<file path="config.mk">
export PLATFORM = sky130hd
export DESIGN_NAME = time_counter_flat
export DESIGN_NICKNAME = d
export VERILOG_FILES = /design/src/rtl/time_counter_pkg.sv /design/src/rtl/time_counter_if.sv /design/src/rtl/time_counter_bcd_digit_counter.sv /design/src/rtl/time_counter.sv /design/src/flat_wrapper.sv
export SDC_FILE = /design/constraint.sdc
export NUM_CORES = 1
export LEC_CHECK = 0
export ABC_CLOCK_PERIOD_IN_PS = 9450
export BUFFER_PORTS_ARGS = -buffer_cell sky130_fd_sc_hd__buf_2
export CORE_UTILIZATION = 45
export CTS_CLUSTER_DIAMETER = 30
export DETAILED_ROUTE_END_ITERATION = 6
export PLACE_DENSITY = 0.78
export SLEW_MARGIN = 15
export SYNTH_ARGS = -nofsm -noshare
export SYNTH_HDL_FRONTEND = slang
export SYNTH_HIERARCHICAL = 1
export SYNTH_SLANG_ARGS = --single-unit
</file>
<file path="constraint.sdc">
create_clock -name clk -period 9.45 [get_ports clk]
set_input_delay 1.89 -clock clk [delete_from_list [all_inputs] [get_ports clk]]
set_output_delay 1.89 -clock clk [all_outputs]
set_load 0.01 [all_outputs]
</file>
<file path="src/rtl/time_counter_pkg.sv">
// ---------------------------------------------------------------------------
// time_counter_pkg : digit widths, digit limits, run-state encoding, load check
// Revision: 1.0
// ---------------------------------------------------------------------------
`default_nettype none

package time_counter_pkg;

   localparam int unsigned c_H1_W   = 2;
   localparam int unsigned c_UNIT_W = 4;
   localparam int unsigned c_TENS_W = 3;

   localparam int unsigned c_MAX_UNIT     = 9;
   localparam int unsigned c_MAX_TENS     = 5;
   localparam int unsigned c_MAX_H1       = 2;
   localparam int unsigned c_MAX_H2_AT_20 = 3;

   typedef logic [0:0] state_t;
   localparam state_t c_ST_STOPPED = 1'b0;
   localparam state_t c_ST_RUN     = 1'b1;

   function automatic logic time_valid(
      input logic [c_H1_W-1:0]   h1,
      input logic [c_UNIT_W-1:0] h2,
      input logic [c_TENS_W-1:0] m1,
      input logic [c_UNIT_W-1:0] m2,
      input logic [c_TENS_W-1:0] s1,
      input logic [c_UNIT_W-1:0] s2
   );
      logic [c_UNIT_W-1:0] h2_max;
      h2_max = (h1 == c_H1_W'(c_MAX_H1)) ? c_UNIT_W'(c_MAX_H2_AT_20) : c_UNIT_W'(c_MAX_UNIT);
      return (h1 <= c_H1_W'(c_MAX_H1)) && (h2 <= h2_max)
          && (m1 <= c_TENS_W'(c_MAX_TENS)) && (m2 <= c_UNIT_W'(c_MAX_UNIT))
          && (s1 <= c_TENS_W'(c_MAX_TENS)) && (s2 <= c_UNIT_W'(c_MAX_UNIT));
   endfunction

endpackage

`default_nettype wire

</file>
<file path="src/rtl/time_counter_if.sv">
// ---------------------------------------------------------------------------
// time_counter_if : load/hold/alarm controls and BCD time outputs of the timekeeper
// Revision: 1.0
// ---------------------------------------------------------------------------
`default_nettype none

interface time_counter_if;
   import time_counter_pkg::*;

   logic                load;
   logic                hold;
   logic [c_H1_W-1:0]   ld_hour1;
   logic [c_UNIT_W-1:0] ld_hour2;
   logic [c_TENS_W-1:0] ld_min1;
   logic [c_UNIT_W-1:0] ld_min2;
   logic [c_TENS_W-1:0] ld_sec1;
   logic [c_UNIT_W-1:0] ld_sec2;
   logic [c_H1_W-1:0]   hour1;
   logic [c_UNIT_W-1:0] hour2;
   logic [c_TENS_W-1:0] min1;
   logic [c_UNIT_W-1:0] min2;
   logic [c_TENS_W-1:0] sec1;
   logic [c_UNIT_W-1:0] sec2;
   logic                running;
   logic                sec_pulse;
   logic                day_pulse;
   logic                load_err;
   logic                alm_en;
   logic [c_H1_W-1:0]   alm_h1;
   logic [c_UNIT_W-1:0] alm_h2;
   logic [c_TENS_W-1:0] alm_m1;
   logic [c_UNIT_W-1:0] alm_m2;
   logic                alm_ack;
   logic                alarm;

   modport slave (
      input  load, hold, ld_hour1, ld_hour2, ld_min1, ld_min2, ld_sec1, ld_sec2,
      input  alm_en, alm_h1, alm_h2, alm_m1, alm_m2, alm_ack,
      output hour1, hour2, min1, min2, sec1, sec2,
      output running, sec_pulse, day_pulse, load_err, alarm
   );

   modport master (
      output load, hold, ld_hour1, ld_hour2, ld_min1, ld_min2, ld_sec1, ld_sec2,
      output alm_en, alm_h1, alm_h2, alm_m1, alm_m2, alm_ack,
      input  hour1, hour2, min1, min2, sec1, sec2,
      input  running, sec_pulse, day_pulse, load_err, alarm
   );

endinterface

`default_nettype wire

</file>
<file path="src/rtl/time_counter_bcd_digit_counter.sv">
// ---------------------------------------------------------------------------
// bcd_digit_counter : one BCD digit with clear/load/increment and carry at MAX
// Revision: 1.0
// ---------------------------------------------------------------------------
`default_nettype none

module bcd_digit_counter #(
   parameter int unsigned MAX = 9,
   parameter int unsigned W   = 4
) (
   input  wire logic         clk,
   input  wire logic         reset,
   input  wire logic         inc_i,
   input  wire logic         clr_i,
   input  wire logic         ld_i,
   input  wire logic [W-1:0] ld_val_i,
   output logic      [W-1:0] digit_o,
   output logic              carry_o
);

   localparam logic [W-1:0] c_MAX = W'(MAX);

   logic [W-1:0] digit_q;
   logic [W-1:0] digit_d;

   assign carry_o = inc_i && (digit_q == c_MAX);
   assign digit_o = digit_q;

   always_comb begin
      digit_d = digit_q;
      if (clr_i) begin
         digit_d = '0;
      end else if (ld_i) begin
         digit_d = ld_val_i;
      end else if (inc_i) begin
         digit_d = (digit_q == c_MAX) ? '0 : digit_q + 1'b1;
      end
   end

   always_ff @(posedge clk or posedge reset) begin
      if (reset) begin
         digit_q <= '0;
      end else begin
         digit_q <= digit_d;
      end
   end

endmodule

`default_nettype wire

</file>
<file path="src/rtl/time_counter.sv">
// ---------------------------------------------------------------------------
// time_counter : loadable hh:mm:ss BCD timekeeper with optional alarm (ALARM_EN)
// Revision: 1.0
// ---------------------------------------------------------------------------
`default_nettype none

module time_counter
   import time_counter_pkg::*;
#(
   parameter int unsigned DIV      = 100_000_000,
   parameter int unsigned ALM_SECS = 10
) (
   input wire logic     clk,
   input wire logic     reset,
   time_counter_if.slave bus
);

   localparam int unsigned      c_PW   = (DIV > 1) ? $clog2(DIV) : 1;
   localparam logic [c_PW-1:0]  c_PMAX = c_PW'(DIV - 1);

   state_t              state_q, state_d;
   logic [c_PW-1:0]     presc_q, presc_d;
   logic [c_H1_W-1:0]   hour1_q, hour1_d;
   logic [c_UNIT_W-1:0] hour2_q, hour2_d;
   logic                sec_pulse_q, day_pulse_q, load_err_q;

   logic                w_ld_valid, w_ld_bad, w_cnt_en, w_tick;
   logic                w_c_sec2, w_c_sec1, w_c_min2, w_hr_inc, w_day_wrap;

   assign w_ld_valid = bus.load && time_valid(bus.ld_hour1, bus.ld_hour2, bus.ld_min1,
                                              bus.ld_min2, bus.ld_sec1, bus.ld_sec2);
   assign w_ld_bad   = bus.load && !w_ld_valid;
   // A valid load on the tick cycle wins: the tick is dropped entirely.
   assign w_tick     = w_cnt_en && (presc_q == c_PMAX) && !w_ld_valid;

   always_ff @(posedge clk or posedge reset) begin
      if (reset) begin
         state_q <= c_ST_STOPPED;
      end else begin
         state_q <= state_d;
      end
   end

   always_comb begin
      state_d = state_q;
      case (state_q)
         c_ST_STOPPED: if (w_ld_valid) state_d = c_ST_RUN;
         c_ST_RUN:     state_d = c_ST_RUN;
         default:      state_d = c_ST_STOPPED;
      endcase
   end

   always_comb begin
      w_cnt_en = 1'b0;
      if (state_q == c_ST_RUN && !bus.hold) begin
         w_cnt_en = 1'b1;
      end
   end

   always_comb begin
      presc_d = presc_q;
      if (w_ld_valid || state_q == c_ST_STOPPED) begin
         presc_d = '0;
      end else if (w_cnt_en) begin
         presc_d = (presc_q == c_PMAX) ? '0 : presc_q + 1'b1;
      end
   end

   bcd_digit_counter #(.MAX(c_MAX_UNIT), .W(c_UNIT_W)) u_sec2 (
      .clk(clk), .reset(reset), .inc_i(w_tick), .clr_i(1'b0), .ld_i(w_ld_valid),
      .ld_val_i(bus.ld_sec2), .digit_o(bus.sec2), .carry_o(w_c_sec2)
   );
   bcd_digit_counter #(.MAX(c_MAX_TENS), .W(c_TENS_W)) u_sec1 (
      .clk(clk), .reset(reset), .inc_i(w_c_sec2), .clr_i(1'b0), .ld_i(w_ld_valid),
      .ld_val_i(bus.ld_sec1), .digit_o(bus.sec1), .carry_o(w_c_sec1)
   );
   bcd_digit_counter #(.MAX(c_MAX_UNIT), .W(c_UNIT_W)) u_min2 (
      .clk(clk), .reset(reset), .inc_i(w_c_sec1), .clr_i(1'b0), .ld_i(w_ld_valid),
      .ld_val_i(bus.ld_min2), .digit_o(bus.min2), .carry_o(w_c_min2)
   );
   bcd_digit_counter #(.MAX(c_MAX_TENS), .W(c_TENS_W)) u_min1 (
      .clk(clk), .reset(reset), .inc_i(w_c_min2), .clr_i(1'b0), .ld_i(w_ld_valid),
      .ld_val_i(bus.ld_min1), .digit_o(bus.min1), .carry_o(w_hr_inc)
   );

   // Hours are a single 00..23 counter, so the tens digit limit depends on the units.
   assign w_day_wrap = w_hr_inc && (hour1_q == c_H1_W'(c_MAX_H1))
                    && (hour2_q == c_UNIT_W'(c_MAX_H2_AT_20));

   always_comb begin
      hour1_d = hour1_q;
      hour2_d = hour2_q;
      if (w_ld_valid) begin
         hour1_d = bus.ld_hour1;
         hour2_d = bus.ld_hour2;
      end else if (w_day_wrap) begin
         hour1_d = '0;
         hour2_d = '0;
      end else if (w_hr_inc) begin
         if (hour2_q == c_UNIT_W'(c_MAX_UNIT)) begin
            hour2_d = '0;
            hour1_d = hour1_q + 1'b1;
         end else begin
            hour2_d = hour2_q + 1'b1;
         end
      end
   end

   always_ff @(posedge clk or posedge reset) begin
      if (reset) begin
         presc_q     <= '0;
         hour1_q     <= '0;
         hour2_q     <= '0;
         sec_pulse_q <= 1'b0;
         day_pulse_q <= 1'b0;
         load_err_q  <= 1'b0;
      end else begin
         presc_q     <= presc_d;
         hour1_q     <= hour1_d;
         hour2_q     <= hour2_d;
         sec_pulse_q <= w_tick;
         day_pulse_q <= w_day_wrap;
         load_err_q  <= w_ld_bad;
      end
   end

   assign bus.hour1     = hour1_q;
   assign bus.hour2     = hour2_q;
   assign bus.running   = w_cnt_en;
   assign bus.sec_pulse = sec_pulse_q;
   assign bus.day_pulse = day_pulse_q;
   assign bus.load_err  = load_err_q;

`ifdef ALARM_EN
   localparam int unsigned c_AW = $clog2(ALM_SECS + 1);

   logic            alarm_q, alarm_d;
   logic [c_AW-1:0] alm_cnt_q, alm_cnt_d;
   logic            w_alm_hit;

   // Compared in the cycle after the update, when the new time is on the outputs.
   assign w_alm_hit = bus.alm_en && sec_pulse_q
                   && ({hour1_q, hour2_q, bus.min1, bus.min2}
                       == {bus.alm_h1, bus.alm_h2, bus.alm_m1, bus.alm_m2})
                   && (bus.sec1 == '0) && (bus.sec2 == '0);

   always_comb begin
      alarm_d   = alarm_q;
      alm_cnt_d = alm_cnt_q;
      if (bus.alm_ack) begin
         alarm_d   = 1'b0;
         alm_cnt_d = '0;
      end else if (w_alm_hit) begin
         alarm_d   = 1'b1;
         alm_cnt_d = c_AW'(ALM_SECS);
      end else if (alarm_q && sec_pulse_q) begin
         if (alm_cnt_q <= c_AW'(1)) begin
            alarm_d   = 1'b0;
            alm_cnt_d = '0;
         end else begin
            alm_cnt_d = alm_cnt_q - 1'b1;
         end
      end
   end

   always_ff @(posedge clk or posedge reset) begin
      if (reset) begin
         alarm_q   <= 1'b0;
         alm_cnt_q <= '0;
      end else begin
         alarm_q   <= alarm_d;
         alm_cnt_q <= alm_cnt_d;
      end
   end

   assign bus.alarm = alarm_q;
`else
   assign bus.alarm = 1'b0;
`endif

endmodule

`default_nettype wire

</file>
<file path="src/flat_wrapper.sv">
// flat-port wrapper written by rule: the top's interface ports become plain ports
module time_counter_flat import time_counter_pkg::*;
#(
   parameter int unsigned DIV      = 100_000_000,
   parameter int unsigned ALM_SECS = 10
)
  (clk, reset, bus_load, bus_hold, bus_ld_hour1, bus_ld_hour2, bus_ld_min1, bus_ld_min2, bus_ld_sec1, bus_ld_sec2, bus_alm_en, bus_alm_h1, bus_alm_h2, bus_alm_m1, bus_alm_m2, bus_alm_ack, bus_hour1, bus_hour2, bus_min1, bus_min2, bus_sec1, bus_sec2, bus_running, bus_sec_pulse, bus_day_pulse, bus_load_err, bus_alarm);
  time_counter_if bus_i ();
  input wire logic clk;
  input wire logic reset;
  input wire logic [$bits(bus_i.load)-1:0] bus_load;
  input wire logic [$bits(bus_i.hold)-1:0] bus_hold;
  input wire logic [$bits(bus_i.ld_hour1)-1:0] bus_ld_hour1;
  input wire logic [$bits(bus_i.ld_hour2)-1:0] bus_ld_hour2;
  input wire logic [$bits(bus_i.ld_min1)-1:0] bus_ld_min1;
  input wire logic [$bits(bus_i.ld_min2)-1:0] bus_ld_min2;
  input wire logic [$bits(bus_i.ld_sec1)-1:0] bus_ld_sec1;
  input wire logic [$bits(bus_i.ld_sec2)-1:0] bus_ld_sec2;
  input wire logic [$bits(bus_i.alm_en)-1:0] bus_alm_en;
  input wire logic [$bits(bus_i.alm_h1)-1:0] bus_alm_h1;
  input wire logic [$bits(bus_i.alm_h2)-1:0] bus_alm_h2;
  input wire logic [$bits(bus_i.alm_m1)-1:0] bus_alm_m1;
  input wire logic [$bits(bus_i.alm_m2)-1:0] bus_alm_m2;
  input wire logic [$bits(bus_i.alm_ack)-1:0] bus_alm_ack;
  output wire logic [$bits(bus_i.hour1)-1:0] bus_hour1;
  output wire logic [$bits(bus_i.hour2)-1:0] bus_hour2;
  output wire logic [$bits(bus_i.min1)-1:0] bus_min1;
  output wire logic [$bits(bus_i.min2)-1:0] bus_min2;
  output wire logic [$bits(bus_i.sec1)-1:0] bus_sec1;
  output wire logic [$bits(bus_i.sec2)-1:0] bus_sec2;
  output wire logic [$bits(bus_i.running)-1:0] bus_running;
  output wire logic [$bits(bus_i.sec_pulse)-1:0] bus_sec_pulse;
  output wire logic [$bits(bus_i.day_pulse)-1:0] bus_day_pulse;
  output wire logic [$bits(bus_i.load_err)-1:0] bus_load_err;
  output wire logic [$bits(bus_i.alarm)-1:0] bus_alarm;
  assign bus_i.load = bus_load;
  assign bus_i.hold = bus_hold;
  assign bus_i.ld_hour1 = bus_ld_hour1;
  assign bus_i.ld_hour2 = bus_ld_hour2;
  assign bus_i.ld_min1 = bus_ld_min1;
  assign bus_i.ld_min2 = bus_ld_min2;
  assign bus_i.ld_sec1 = bus_ld_sec1;
  assign bus_i.ld_sec2 = bus_ld_sec2;
  assign bus_i.alm_en = bus_alm_en;
  assign bus_i.alm_h1 = bus_alm_h1;
  assign bus_i.alm_h2 = bus_alm_h2;
  assign bus_i.alm_m1 = bus_alm_m1;
  assign bus_i.alm_m2 = bus_alm_m2;
  assign bus_i.alm_ack = bus_alm_ack;
  assign bus_hour1 = bus_i.hour1;
  assign bus_hour2 = bus_i.hour2;
  assign bus_min1 = bus_i.min1;
  assign bus_min2 = bus_i.min2;
  assign bus_sec1 = bus_i.sec1;
  assign bus_sec2 = bus_i.sec2;
  assign bus_running = bus_i.running;
  assign bus_sec_pulse = bus_i.sec_pulse;
  assign bus_day_pulse = bus_i.day_pulse;
  assign bus_load_err = bus_i.load_err;
  assign bus_alarm = bus_i.alarm;
  time_counter #(.DIV(DIV), .ALM_SECS(ALM_SECS)) u_core (.clk(clk), .reset(reset), .bus(bus_i));
endmodule
</file>
# After elaboration in Yosys (flattened, before gate mapping)
# Index checks and enable logic that the tools add are counted.
dict set report word_totals {
  ff_bits 51
  inputBits 39
  out_inout_bits 25
  wordCells 88
}
dict set report classes {
  addsub 7
  n_lt_le_gt_ge 6
  eq_ne 9
  muxes 27
  n_bitwise 1
  n_reduce_logical 27
}
# operator n
set op_table {}
lappend op_table {{27-bit 2-to-1 mux} 3}
lappend op_table {{4-bit 2-to-1 mux} 11}
lappend op_table {{27-bit by 1-bit adder with 27-bit output (second input constant)} 1}
lappend op_table {{27-bit == test (second input constant)} 1}
lappend op_table {{3-bit 2-to-1 mux} 6}
lappend op_table {{1-bit logical AND} 16}
lappend op_table {{4-bit by 1-bit adder with 4-bit output (second input constant)} 3}
lappend op_table {{4-bit == test (second input constant)} 3}
lappend op_table {{2-bit nonzero test} 5}
lappend op_table {{4-bit less-or-equal comparator (second input constant)} 2}
lappend op_table {{2-bit 2-to-1 mux} 4}
lappend op_table {{3-bit by 1-bit adder with 3-bit output (second input constant)} 2}
lappend op_table {{3-bit == test (second input constant)} 2}
lappend op_table {{3-bit less-or-equal comparator (second input constant)} 2}
lappend op_table {{3-bit nonzero test} 2}
lappend op_table {{2-bit == test (second input constant)} 2}
lappend op_table {{4-bit by 2-bit == test with 1-bit output (second input constant)} 1}
lappend op_table {{4-bit less-or-equal comparator} 1}
lappend op_table {{2-bit by 1-bit adder with 2-bit output (second input constant)} 1}
lappend op_table {{2-bit less-or-equal comparator (second input constant)} 1}
lappend op_table {{1-bit logical NOT} 2}
lappend op_table {{1-bit 2-to-1 mux} 2}
lappend op_table {{1-bit case mux with 2 select lines} 1}
lappend op_table {{2-bit AND reduction} 1}
lappend op_table {{2 further kinds} 2}

# Longest topological paths before layout
# Gate-level depths: netlist of run 1.
dict set report depth {
  depth_word 19
  ltp_mapped 16
  mapped_depth_nobuf 16
}

# Cells and area by module
# Netlist of run 1, hierarchy kept.
# module instances cells_per_inst area_each_um2 seq_area_each_um2
set modules_own_cells {}
lappend modules_own_cells {time_counter 1 231 2088.3 925.9}
lappend modules_own_cells {{bcd_digit_counter at u_core.u_min2 ...} 2 30 267.8 100.1}
lappend modules_own_cells {{bcd_digit_counter at u_core.u_min1 ...} 2 17 191.4 75.1}

# Worst setup path after synthesis of run 1
# Ideal clock, no wire load.
dict set report synth_path {
  path_kind {input port to flip-flop}
  startpoint {input port bus_ld_hour2[1]}
  endpoint {register u_core.hour1_q[0], in the netlist u_core/bus.hour1[0]}
  setup_time_ns 0.147
  arrival_time_ns 5.365
  required_ns 9.303
  slack_ns 3.937
  cell_stages 15
  n_path_buf 0
  cell_sequence {o21a_1 o32a_1 o21ai_1 nor3_1 nand2_1 nor3_1 and4b_2 nand2_1 nor3_1 and4b_2 nand2_1 nor4_1 nor2_1 mux2i_1 o21ai_0}
}
dict set report synth_via {
  elab_chain_len 17
  elab_cells_between_ends 20
  cone_classes {1 x order compare; 2 x mux; 17 x reduce/logical}
}
# item line_no
set synth_rtl {}
lappend synth_rtl {{start: declaration} flat_wrapper.sv:14} ;# input wire logic [$bits(bus_i.ld_hour2)-1:0] bus_ld_hour2;
lappend synth_rtl {{4-bit less-or-equal comparator *} time_counter_pkg.sv:32} ;# return (h1 <= c_H1_W'(c_MAX_H1)) && (h2 <= h2_max)
lappend synth_rtl {{1-bit logical AND *} time_counter_pkg.sv:32}
lappend synth_rtl {{1-bit logical AND * (2 in a row)} time_counter_pkg.sv:33} ;# && (m1 <= c_TENS_W'(c_MAX_TENS)) && (m2 <= c_UNIT_W'(c_MAX_UNIT))
lappend synth_rtl {{1-bit logical AND * (2 in a row)} time_counter_pkg.sv:34} ;# && (s1 <= c_TENS_W'(c_MAX_TENS)) && (s2 <= c_UNIT_W'(c_MAX_UNIT));
lappend synth_rtl {{1-bit logical AND *} time_counter.sv:30} ;# assign w_ld_valid = bus.load && time_valid(bus.ld_hour1, bus.ld_hour2, bus.ld_min1,
lappend synth_rtl {{1-bit logical NOT *} time_counter.sv:34} ;# assign w_tick = w_cnt_en && (presc_q == c_PMAX) && !w_ld_valid;
lappend synth_rtl {{1-bit logical AND *} time_counter.sv:34}
lappend synth_rtl {{net u_core.w_tick} time_counter.sv:27} ;# logic w_ld_valid, w_ld_bad, w_cnt_en, w_tick;
lappend synth_rtl {{(+1 left out)} --}
lappend synth_rtl {{net u_core.w_c_sec2} time_counter.sv:28} ;# logic w_c_sec2, w_c_sec1, w_c_min2, w_hr_inc, w_day_wrap;
lappend synth_rtl {{(+1 left out)} --}
lappend synth_rtl {{net u_core.w_c_sec1} time_counter.sv:28}
lappend synth_rtl {{(+1 left out)} --}
lappend synth_rtl {{net u_core.w_c_min2} time_counter.sv:28}
lappend synth_rtl {{1-bit logical AND *} time_counter_bcd_digit_counter.sv:26} ;# assign carry_o = inc_i && (digit_q == c_MAX);
lappend synth_rtl {{net u_core.w_hr_inc} time_counter.sv:28}
lappend synth_rtl {{1-bit logical AND *} time_counter.sv:87} ;# assign w_day_wrap = w_hr_inc && (hour1_q == c_H1_W'(c_MAX_H1))
lappend synth_rtl {{1-bit logical AND *} time_counter.sv:88} ;# && (hour2_q == c_UNIT_W'(c_MAX_H2_AT_20));
lappend synth_rtl {{net u_core.w_day_wrap} time_counter.sv:28}
lappend synth_rtl {{3-bit nonzero test (no line) / 2-bit 2-to-1 mux (equally long branches)} --}
lappend synth_rtl {{2-bit AND reduction (no line) / 2-bit 2-to-1 mux (equally long branches)} --}
lappend synth_rtl {{end signal: assignment} time_counter.sv:119} ;# hour1_q <= hour1_d;
lappend synth_rtl {{end: declaration} time_counter.sv:23} ;# logic [c_H1_W-1:0] hour1_q, hour1_d;
# The timed path passes the listed nets; every way through them passes the cells marked *.
# A chain may end at the register's enable or synchronous reset.

# Final worst setup path of run 1
dict set report layout_path {
  startpoint {input port bus_ld_hour2[3]}
  endpoint {register u_core.hour1_q[0], in the netlist u_core/bus.hour1[0]}
}
# The elaborated chain is that of the path after synthesis.

==> impl_results.md, run 1 <==
* Outcome: finished, final reports clean
* Largest family of logic cells by synthesized area: simple AND/OR/NAND/NOR gates
* H-tree levels at 2
* Period minus WS final at 6.38 ns
* Mux cell area share after synthesis at 2.41%
* Hold Slack at 0.524 ns
* Slew @ Worst Pin at 0.983 ns
* Initial core utilization at 47.1%
* Vias per cell at 5.73
* Postcts setup bufs at 0
* Fmax at 157 MHz
* Post-Synth Simple-Gate Area at 28.0%
* Arrival @ worst endpoint at 6.56 ns
* Root Driver: clkbuf_8
* Synth top area share at 42.4%
* Cell variety after synth at 55
* Share of layout cells above drive strength 1 at 19.1%
* Fin Setup TNS at 0 ns
* Largest net degree at the start of global routing at 40
* Port Buffer Count at 47
* Synth Flop Type: dfrtp_1
* Clk Latency, worst-skew pair at 0.30 ns
* Slew margin rel. at 34.5%
* RR Endpoint: u_core/bus.hour1[0]
* CTS resizes at 0
* Most common cell after layout, fill and taps aside: dfrtp_1
* Post-synth ARST share at 100%
* Power density over the cells at 136 mW/mm^2
* Layout area overhead at 12.5%
* Post-Syn Instances at 325
* Hold depth at 1
* EDFF count, synth at 0
* Hold Crit Start: u_core/state_q
* Crit path launch type: input pin
* Synth Area in XOR/XNOR at 3.50%
* Sequential fraction of the synthesis area at 42.4%
* Max Cap Viol at 0
* Clk buf depth at 2
* Synth Register Bits at 51
* Detailed Place HPWL at 4600 um
* CTS tree: built
* Clock Sinks at 51
* Leak at 1.47 nW
* I/O pin total at 64
* 1st-iter DRT viols at 212
* Hold endpoint: u_core/state_q
* Routability Congestion at 0.786
* Die H at 83.7 um
* Final ANT Viol Nets at 0
* Post-synthesis compound-gate area fraction at 17.6%
* CP max FO at 8
* Clock-pin slew on the worst setup and hold paths at 0.09 ns
* RSZ-0062 raised after global routing: no
* Yosys warnings at 6
* Crit Path Class: input pin to register
* Placed cell area at 0.00330 mm^2
* Initial antenna violation count at 0
* Cells on worst reg2reg path at 15
* Final #Nets at 422
* Core area at 0.00639 mm^2
* Post-Place Worst Slack at 2.84 ns
* Reg2reg setup slack at 3.76 ns
* GRT Overall Usage at 19.5%
* Element type at the critical path end: register
* Filler instances at 577
* Reg2reg start: u_core/presc_q[9]
* Post-Route Skew at 0.00935 ns
* Hold Vio Cnt, Final at 0
* Tcrit/Tclk final at 67.5%
* CTS Buf Count at 5
* Dominant cell type by area after synthesis: dfrtp_1
* Routed via count at 2632
* Crit. Startpoint: bus_ld_hour2[3]
* Gr ovfl total at 0
* Final instance area at 0.00338 mm^2
* Setup violators final at 0
* Wire length per cell at 14.0 um
* Site Rows at 29
* Die Area at 0.00701 mm^2
* HP Class: register to register
* Hold buffers post-CTS at 0
* First-pass GRT wire length at 11200 um
* Slack of the critical path at 3.07 ns
* Peak VDD IR at 0.0829 mV
* Synth top area cells: dfrtp_1 (42%), a21oi_1 (4.3%), nand2_1 (3.6%)
* 1st-pass router iterations at 4
* Routed WL at 6420 um
* Post-Synth Adder-Cell Area at 0.832%
* Vias in the first global route at 2411
* Slew Limit Fails at 0
* Synth Area per Inst at 9.25 um^2
* Diode count at 0
* Remaining DRCs at 0
* Syn Std Cell Area at 0.00301 mm^2
* DIE WIDTH at 83.7 um
* Data required, critical path at 9.63 ns
* Most frequent cells in the layout: dfrtp_1 (51), buf_2 (47), nand2_1 (29)
-- report_power, final --
part	switching [mW]	internal [mW]	leakage, nW
registers	0.0205	0.234	0.689
logic	0.0485	0.0333	0.737
clock network	0.0706	0.0522	0.0422
-- critical path, stage by stage --
cell and delay [ns]:
buf_2 0.11, o21a_1 0.11, o32a_1 0.23, o21ai_1 0.23
nor3_1 0.56, nand2_1 0.19, nor3_1 0.63, and4b_2 0.40
nand2_1 0.10, nor3_1 0.65, and4b_2 0.41, nand2_1 0.14
nor4_1 0.56, nor2_1 0.09, mux2i_1 0.16, o21ai_0 0.09
-- state kept, by name, indices dropped and copies added, names as in the netlist --
signal / flops
u_core/u_sec1/digit_o: 3
u_core/u_min1/digit_o: 3
u_core/bus.hour1: 2
u_core/bus.load_err: 1
u_core/bus.day_pulse: 1
u_core/bus.hour2: 4
u_core/bus.sec_pulse: 1
u_core/state_q: 1
u_core/presc_q: 27
u_core/u_sec2/digit_o: 4
u_core/u_min2/digit_o: 4
-- worst max path at each step --
stage                                      to  slack [ns]  depth (start not counted)
after floorplan           u_core/bus.hour1[0]        3.94                         15
after global placement    u_core/bus.hour1[0]        3.04                         16
after detailed placement  u_core/bus.hour1[0]        2.84                         16
after CTS                 u_core/bus.hour1[0]        3.18                         16
after global routing      u_core/bus.hour1[0]        2.69                         16
final                     u_core/bus.hour1[0]        3.07                         16
-- Yosys cell counts (all sizes together), types with 5 or more instances --
cell type	instances
nor3	8
buf	7
clkbuf	6
mux2i	5
or3	11
or4	9
dfrtp	51
o21ai	20
nand4	8
nor2b	15
a31oi	5
o31ai	9
nand2	29
nand3	13
a21oi	27
inv	13
and4	5
nor2	18
xnor2	9
-- area by class of cell --
| class | count | area, um^2 | share of cell area [%] |
|---|---|---|---|
| clock inverter | 1 | 5.00 | 0.148 |
| tap | 77 | 96.3 | 2.85 |
| clock buffer | 7 | 76.3 | 2.26 |
| timing repair buffer | 49 | 250 | 7.40 |
| multi-input combinational | 261 | 1630 | 48.2 |
| sequential | 51 | 1280 | 37.7 |
| inverter | 13 | 48.8 | 1.44 |
-- metrics by stage --
| step | utilization (%) | total power [mW] | std cells |
|---|---|---|---|
| floorplan | - | 0.315 | 339 |
| global placement | 51.7 | 0.337 | 451 |
| detailed placement | 51.7 | 0.340 | 451 |
| CTS | 53.0 | 0.463 | 459 |
| global route | 53.0 | 0.487 | 459 |
| finish | 53.0 | 0.459 | 459 |
-- kinds of logic (layout without fill, tap and decap cells) --
logic type | count (synthesis) | in the layout
and+or+nand+nor | 143 | 143
AOI/OAI and AO/OA | 82 | 82
DFF | 51 | 51
buffers and inverters | 27 | 70
xor gates and xnor gates | 12 | 12
muxes | 7 | 7
adders and majority gates | 2 | 2
other | 1 | 15
-- metal layers --
| metal | track usage [%] | up-vias | wire (um) |
|---|---|---|---|
| met2 | 31.3 | 55 | 3050 |
| li1 | - | 1292 | - |
| met5 | 0 | - | 0 |
| met4 | 6.93 | 0 | 85 |
| met3 | 3.56 | 6 | 279 |
| met1 | 26.6 | 1279 | 3010 |
Note: power is estimated with default switching activity, not from simulation.
==> inputs of run 2 (changes only) <==
ABC_CLOCK_PERIOD_IN_PS = 6700   (was 9450)
clock period = 6.7 ns   (was 9.45 ns; I/O delays follow)
==> run 2 against run 1 <==
Net effect:
- critical path type unchanged
- critical endpoint unchanged
- design area rose by 0.22%
- via count down 0.95%
- combinational power up 42%
- non-clock buffer count grew 1
- die area is the same
- setup slack got worse by 1.8 ns
- largest power group unchanged
- largest cell class unchanged
- sequential share of layout area shrank 0.084 points
- first-iteration DRC count shrank 2.4%
==> impl_results.md, run 2 (synthesis results as in run 1) <==
* Setup violators final at 0
* CTS Buf Count at 5
* Root Driver: clkbuf_8
* Largest net degree at the start of global routing at 40
* Die H at 83.7 um
* Largest register by flop count: u_core/presc_q
* 1st-iter DRT viols at 207
* Reg2reg start: u_core/presc_q[9]
* Hold Crit Start: u_core/state_q
* Diode count at 0
* Slowest stage delay, CP at 0.61 ns
* Most frequent cells in the layout: dfrtp_1 (51), buf_2 (47), nand2_1 (29)
* Slew @ Worst Pin at 0.964 ns
* Share of layout cells above drive strength 1 at 19.3%
* Initial antenna violation count at 0
* Vias in the first global route at 2549
* Remaining DRCs at 0
* Routability Congestion at 0.783
* First-pass GRT wire length at 11500 um
* Most common cell after layout, fill and taps aside: dfrtp_1
* Final ANT Viol Nets at 0
* Highest-delay cell along the critical path: nor3_1
* Site Rows at 29
* Routed via count at 2607
* Max FFs per register at 27
* Area of the multi-input gates at 0.00163 mm^2
* Hold buffers post-CTS at 0
* Fmax at 184 MHz
* Clock Sinks at 51
* CP top delay family: simple AND/OR/NAND/NOR gates
* Slew Limit Fails at 0
* Core area at 0.00639 mm^2
* Hold Vio Cnt, Final at 0
* Placed Cells at 452
* Data required, critical path at 6.88 ns
* Vias per cell at 5.67
* Power density over the cells at 191 mW/mm^2
* Final #Nets at 423
* Hold Slack at 0.535 ns
* Period minus WS final at 5.44 ns
* Die Area at 0.00701 mm^2
* Post-layout util at 53.1%
* CTS resizes at 0
* GRT Overall Usage at 20.1%
* Clk Latency, worst-skew pair at 0.31 ns
* Crit. Startpoint: bus_ld_hour2[3]
* Crit Path Class: input pin to register
* Clk buf depth at 2
* Port Buffer Count at 47
* HP Class: register to register
* Gr ovfl total at 0
* Filler instances at 575
* Final instance area at 0.00339 mm^2
* CP max FO at 8
* Postcts setup bufs at 0
* Fin Setup TNS at 0 ns
* Layout area overhead at 12.8%
* Routed WL at 6590 um
* Clock-pin slew on the worst setup and hold paths at 0.09 ns
* 1st-pass router iterations at 5
* Placed cell area at 0.00331 mm^2
* Final Instance Count excl. Fillers at 460
* Max Cap Viol at 0
* Arrival @ worst endpoint at 5.62 ns
* Crit path launch type: input pin
* Buf+Inv Stages, Crit Path at 2
* Leak at 1.47 nW
* RSZ-0062 raised after global routing: no
* Wire length per cell at 14.3 um
* Initial core utilization at 47.1%
* Post-Route Skew at 0.00929 ns
* H-tree levels at 2
* Tcrit/Tclk final at 81.2%
* DIE WIDTH at 83.7 um
* Slew margin rel. at 35.7%
* Outcome: finished, final reports clean
* Peak VDD IR at 0.114 mV
* Element type at the critical path end: register
* CP cell instances: buf_2, o21a_1, o32a_1, o21ai_1, nor3_1, nand2_1, nor3_1, and4b_2, nand2_1, nor3_1, buf_4, and4b_2, nand2_1, nor4_1, nor2_1, mux2i_1, o21ai_0
* Detailed Place HPWL at 4790 um
* CTS tree: built
* Storage element area at 0.00128 mm^2
* I/O pin total at 64
-- run 2: changes by cell type in the layout (fill, tap and decap cells not counted), sizes merged --
cell  change
buf       +1
-- run 2: path summary, 6_finish.rpt --
check | end | slack [ns] | cells past startpoint
max in group asynchronous | u_core/presc_q[5] | 4.89 | 3
worst min register to register | u_core/state_q | 0.53 | 1
worst max-delay path | u_core/bus.hour1[0] | 1.26 | 17
worst min-delay path | u_core/state_q | 0.53 | 1
min in group asynchronous | u_core/u_min1/digit_o[1] | 0.94 | 2
worst max register to register | u_core/bus.hour1[0] | 1.47 | 16
-- run 2: cell type report --
class / count / share of cell area, %
clock buffers: 7 / 2.25
clock inverters: 1 / 0.148
inverters: 13 / 1.44
multi-input cells: 261 / 48.1
flip-flops and latches: 51 / 37.6
well taps: 77 / 2.84
repair buffers: 50 / 7.60
-- run 2: metal layers --
| layer | vias to the layer above | GRT usage [%] | wire [um] |
|---|---|---|---|
| met5 | - | 0 | 0 |
| met2 | 58 | 34.1 | 3260 |
| li1 | 1298 | - | - |
| met1 | 1245 | 25.4 | 2940 |
| met4 | 0 | 6.78 | 83 |
| met3 | 6 | 4.15 | 302 |
-- run 2: per-stage QoR --
stage	setup WS, ns	total power, mW
3_3_place_gp	1.15	0.475
5_1_grt	0.830	0.687
2_1_floorplan	1.74	0.444
4_1_cts	1.31	0.655
3_5_place_dp	0.996	0.480
6_report	1.26	0.647
-- run 2: report_power, final --
| group | switching (mW) | internal [mW] | leakage (nW) |
|---|---|---|---|
| clock | 0.100 | 0.0736 | 0.0422 |
| sequential | 0.0280 | 0.330 | 0.689 |
| combinational | 0.0684 | 0.0473 | 0.743 |
| total | 0.197 | 0.451 | 1.47 |
==> inputs of run 3 (changes only) <==
ABC_CLOCK_PERIOD_IN_PS = 5670   (was 6700)
clock period = 5.67 ns   (was 6.7 ns; I/O delays follow)
==> run 3 against run 2 <==
Net effect:
- first-iteration DRC count decreased by 29%
- routed wire length rose by 2.6%
- clock skew is 0.0050 ns higher
- worst hold slack improved by 0.0076 ns
- die area unchanged
- setup slack lost 0.31 ns
- non-clock buffer count grew 3
- flip-flop and latch count unchanged
- design area up 1.2%
- utilization up 0.63 points
- global-route usage up 0.059 points
- critical path depth is 1 higher
==> impl_results.md, run 3 (synthesis results as in run 1) <==
* Outcome: finished, final reports clean
* RSZ-0062 raised after global routing: no
* 1st-pass router iterations at 5
* Combinational share of power at 17.9%
* Core area at 0.00639 mm^2
* Port Buffer Count at 47
* I/O pin total at 64
* Leak at 1.50 nW
* Clock-pin slew on the worst setup and hold paths at 0.10 ns
* Post-Place Worst Slack at 0.765 ns
* Crit path launch type: register
* CP cell instances: or4b_1, nor4_1, nand4_1, nor3_1, nand2_1, nor3_1, buf_4, and4b_2, nand2_1, nor3_1, buf_4, and4b_2, nand2_1, nor4_1, buf_4, nor2_1, mux2i_1, o21ai_0
* Remaining DRCs at 0
* Most frequent cells in the layout: dfrtp_1 (51), buf_2 (47), nand2_1 (29)
* Int Pwr at 547 uW
* CTS Buf Count at 5
* Wire length per cell at 14.6 um
* First-pass GRT wire length at 11700 um
* Clk buf depth at 2
* Hold buffers post-CTS at 0
* Initial antenna violation count at 0
* Detailed Place HPWL at 4810 um
* Fin Setup TNS at 0 ns
* Largest register by flop count: u_core/presc_q
* Die Area at 0.00701 mm^2
* Setup violators final at 0
* Arrival @ worst endpoint at 4.92 ns
* Fmax at 212 MHz
* Hold Slack at 0.543 ns
* Slew @ Worst Pin at 0.983 ns
* Highest-delay cell along the critical path: or4b_1
* H-tree levels at 2
* Sw frac at 31.3%
* Site Rows at 29
* Routability Congestion at 0.785
* Postcts setup bufs at 0
* CTS resizes at 0
* Hold Vio Cnt, Final at 0
* DIE WIDTH at 83.7 um
* Max Cap Viol at 0
* Switch Pwr at 249 uW
* Vias in the first global route at 2584
* Seq pwr share at 53.3%
* Element type at the critical path end: register
* CP max FO at 6
* Final ANT Viol Nets at 0
* Post-layout util at 53.7%
* Clock Sinks at 51
* Peak VDD IR at 0.109 mV
* Slowest stage delay, CP at 0.56 ns
* Crit Path Class: register to register
* Data required, critical path at 5.86 ns
* Vias per cell at 5.71
* 1st-iter DRT viols at 147
* Final #Nets at 426
* Gr ovfl total at 0
* Initial core utilization at 47.1%
* Buf+Inv Stages, Crit Path at 3
* Slack of the critical path at 0.945 ns
* Post-Route Skew at 0.0143 ns
* Period minus WS final at 4.73 ns
* Clk pwr share at 28.9%
* Share of layout cells above drive strength 1 at 20.5%
* Die H at 83.7 um
* HP Class: register to register
* Root Driver: clkbuf_8
* Tcrit/Tclk final at 83.3%
* Slew Limit Fails at 0
* Max FFs per register at 27
* Routed WL at 6760 um
* Most common cell after layout, fill and taps aside: dfrtp_1
* Largest net degree at the start of global routing at 40
* CTS tree: built
* GRT Overall Usage at 20.1%
* Layout area overhead at 14.1%
* Diode count at 0
* Clk Latency, worst-skew pair at 0.31 ns
* Power density over the cells at 232 mW/mm^2
* CP top delay family: simple AND/OR/NAND/NOR gates
* Routed via count at 2644
* Slew margin rel. at 34.4%
run 3: cell count changes in the layout (fill, tap and decap cells not counted):
| cell | previous run | this run |
|---|---|---|
| buf_4 | 3 | 6 |
| clkbuf_1 | 2 | 0 |
| clkbuf_8 | 5 | 6 |
| clkinv_2 | 1 | 0 |
| clkinv_4 | 0 | 1 |
| clkinvlp_4 | 0 | 1 |
run 3: final cells by class:
| cell class | count | area [um^2] |
|---|---|---|
| Fill cell | 593 | 2960 |
| Multi-Input combinational cell | 261 | 1630 |
| Sequential cell | 51 | 1280 |
| Timing Repair Buffer | 53 | 280 |
| Tap cell | 77 | 96.3 |
| Clock buffer | 6 | 82.6 |
| Inverter | 13 | 48.8 |
| Clock inverter | 2 | 16.3 |
run 3: per-stage QoR:
step                instances  power, mW  cell area [um^2]
floorplan                 339      0.525              3060
global placement          455      0.563              3330
detailed placement        455      0.573              3330
CTS                       463      0.799              3430
global route              463      0.840              3430
finish                    463      0.797              3430
run 3: final timing paths:
check                                                end  slack (ns)  depth (start not counted)               from
worst max-delay path                 u_core/bus.hour1[0]        0.94                         18  u_core/presc_q[9]
worst min-delay path                      u_core/state_q        0.54                          1     u_core/state_q
worst max register to register       u_core/bus.hour1[0]        0.94                         18  u_core/presc_q[9]
worst min register to register            u_core/state_q        0.54                          1     u_core/state_q
max in group asynchronous              u_core/presc_q[5]        4.04                          3              reset
min in group asynchronous       u_core/u_min1/digit_o[0]        0.73                          2              reset
run 3: routing by layer:
layer  track usage (%)  wire length [um]  part of all wire, %  up-vias
met5                 0                 0                    0        -
met4              5.70                66                 0.98        0
met3              3.76               256                  3.8        7
li1                  -                 -                    -     1299
met2              33.4              3370                   50       47
met1              26.9              3070                   45     1291
run 3: worst register-to-register path, cell delays in order (launching register included):
cell and delay [ns]:
dfrtp_1 0.46, or4b_1 0.56, nor4_1 0.26, nand4_1 0.31
nor3_1 0.55, nand2_1 0.18, nor3_1 0.21, buf_4 0.17
and4b_2 0.26, nand2_1 0.09, nor3_1 0.20, buf_4 0.18
and4b_2 0.27, nand2_1 0.14, nor4_1 0.29, buf_4 0.19
nor2_1 0.04, mux2i_1 0.15, o21ai_0 0.10
run 3: power by group through the flow:
stage	registers [mW]	logic, mW	clock network [mW]
4_1_cts	0.424	0.143	0.233
2_1_floorplan	0.431	0.0937	0
6_report	0.424	0.142	0.230
5_1_grt	0.430	0.160	0.250
3_3_place_gp	0.429	0.135	0
3_5_place_dp	0.431	0.142	0
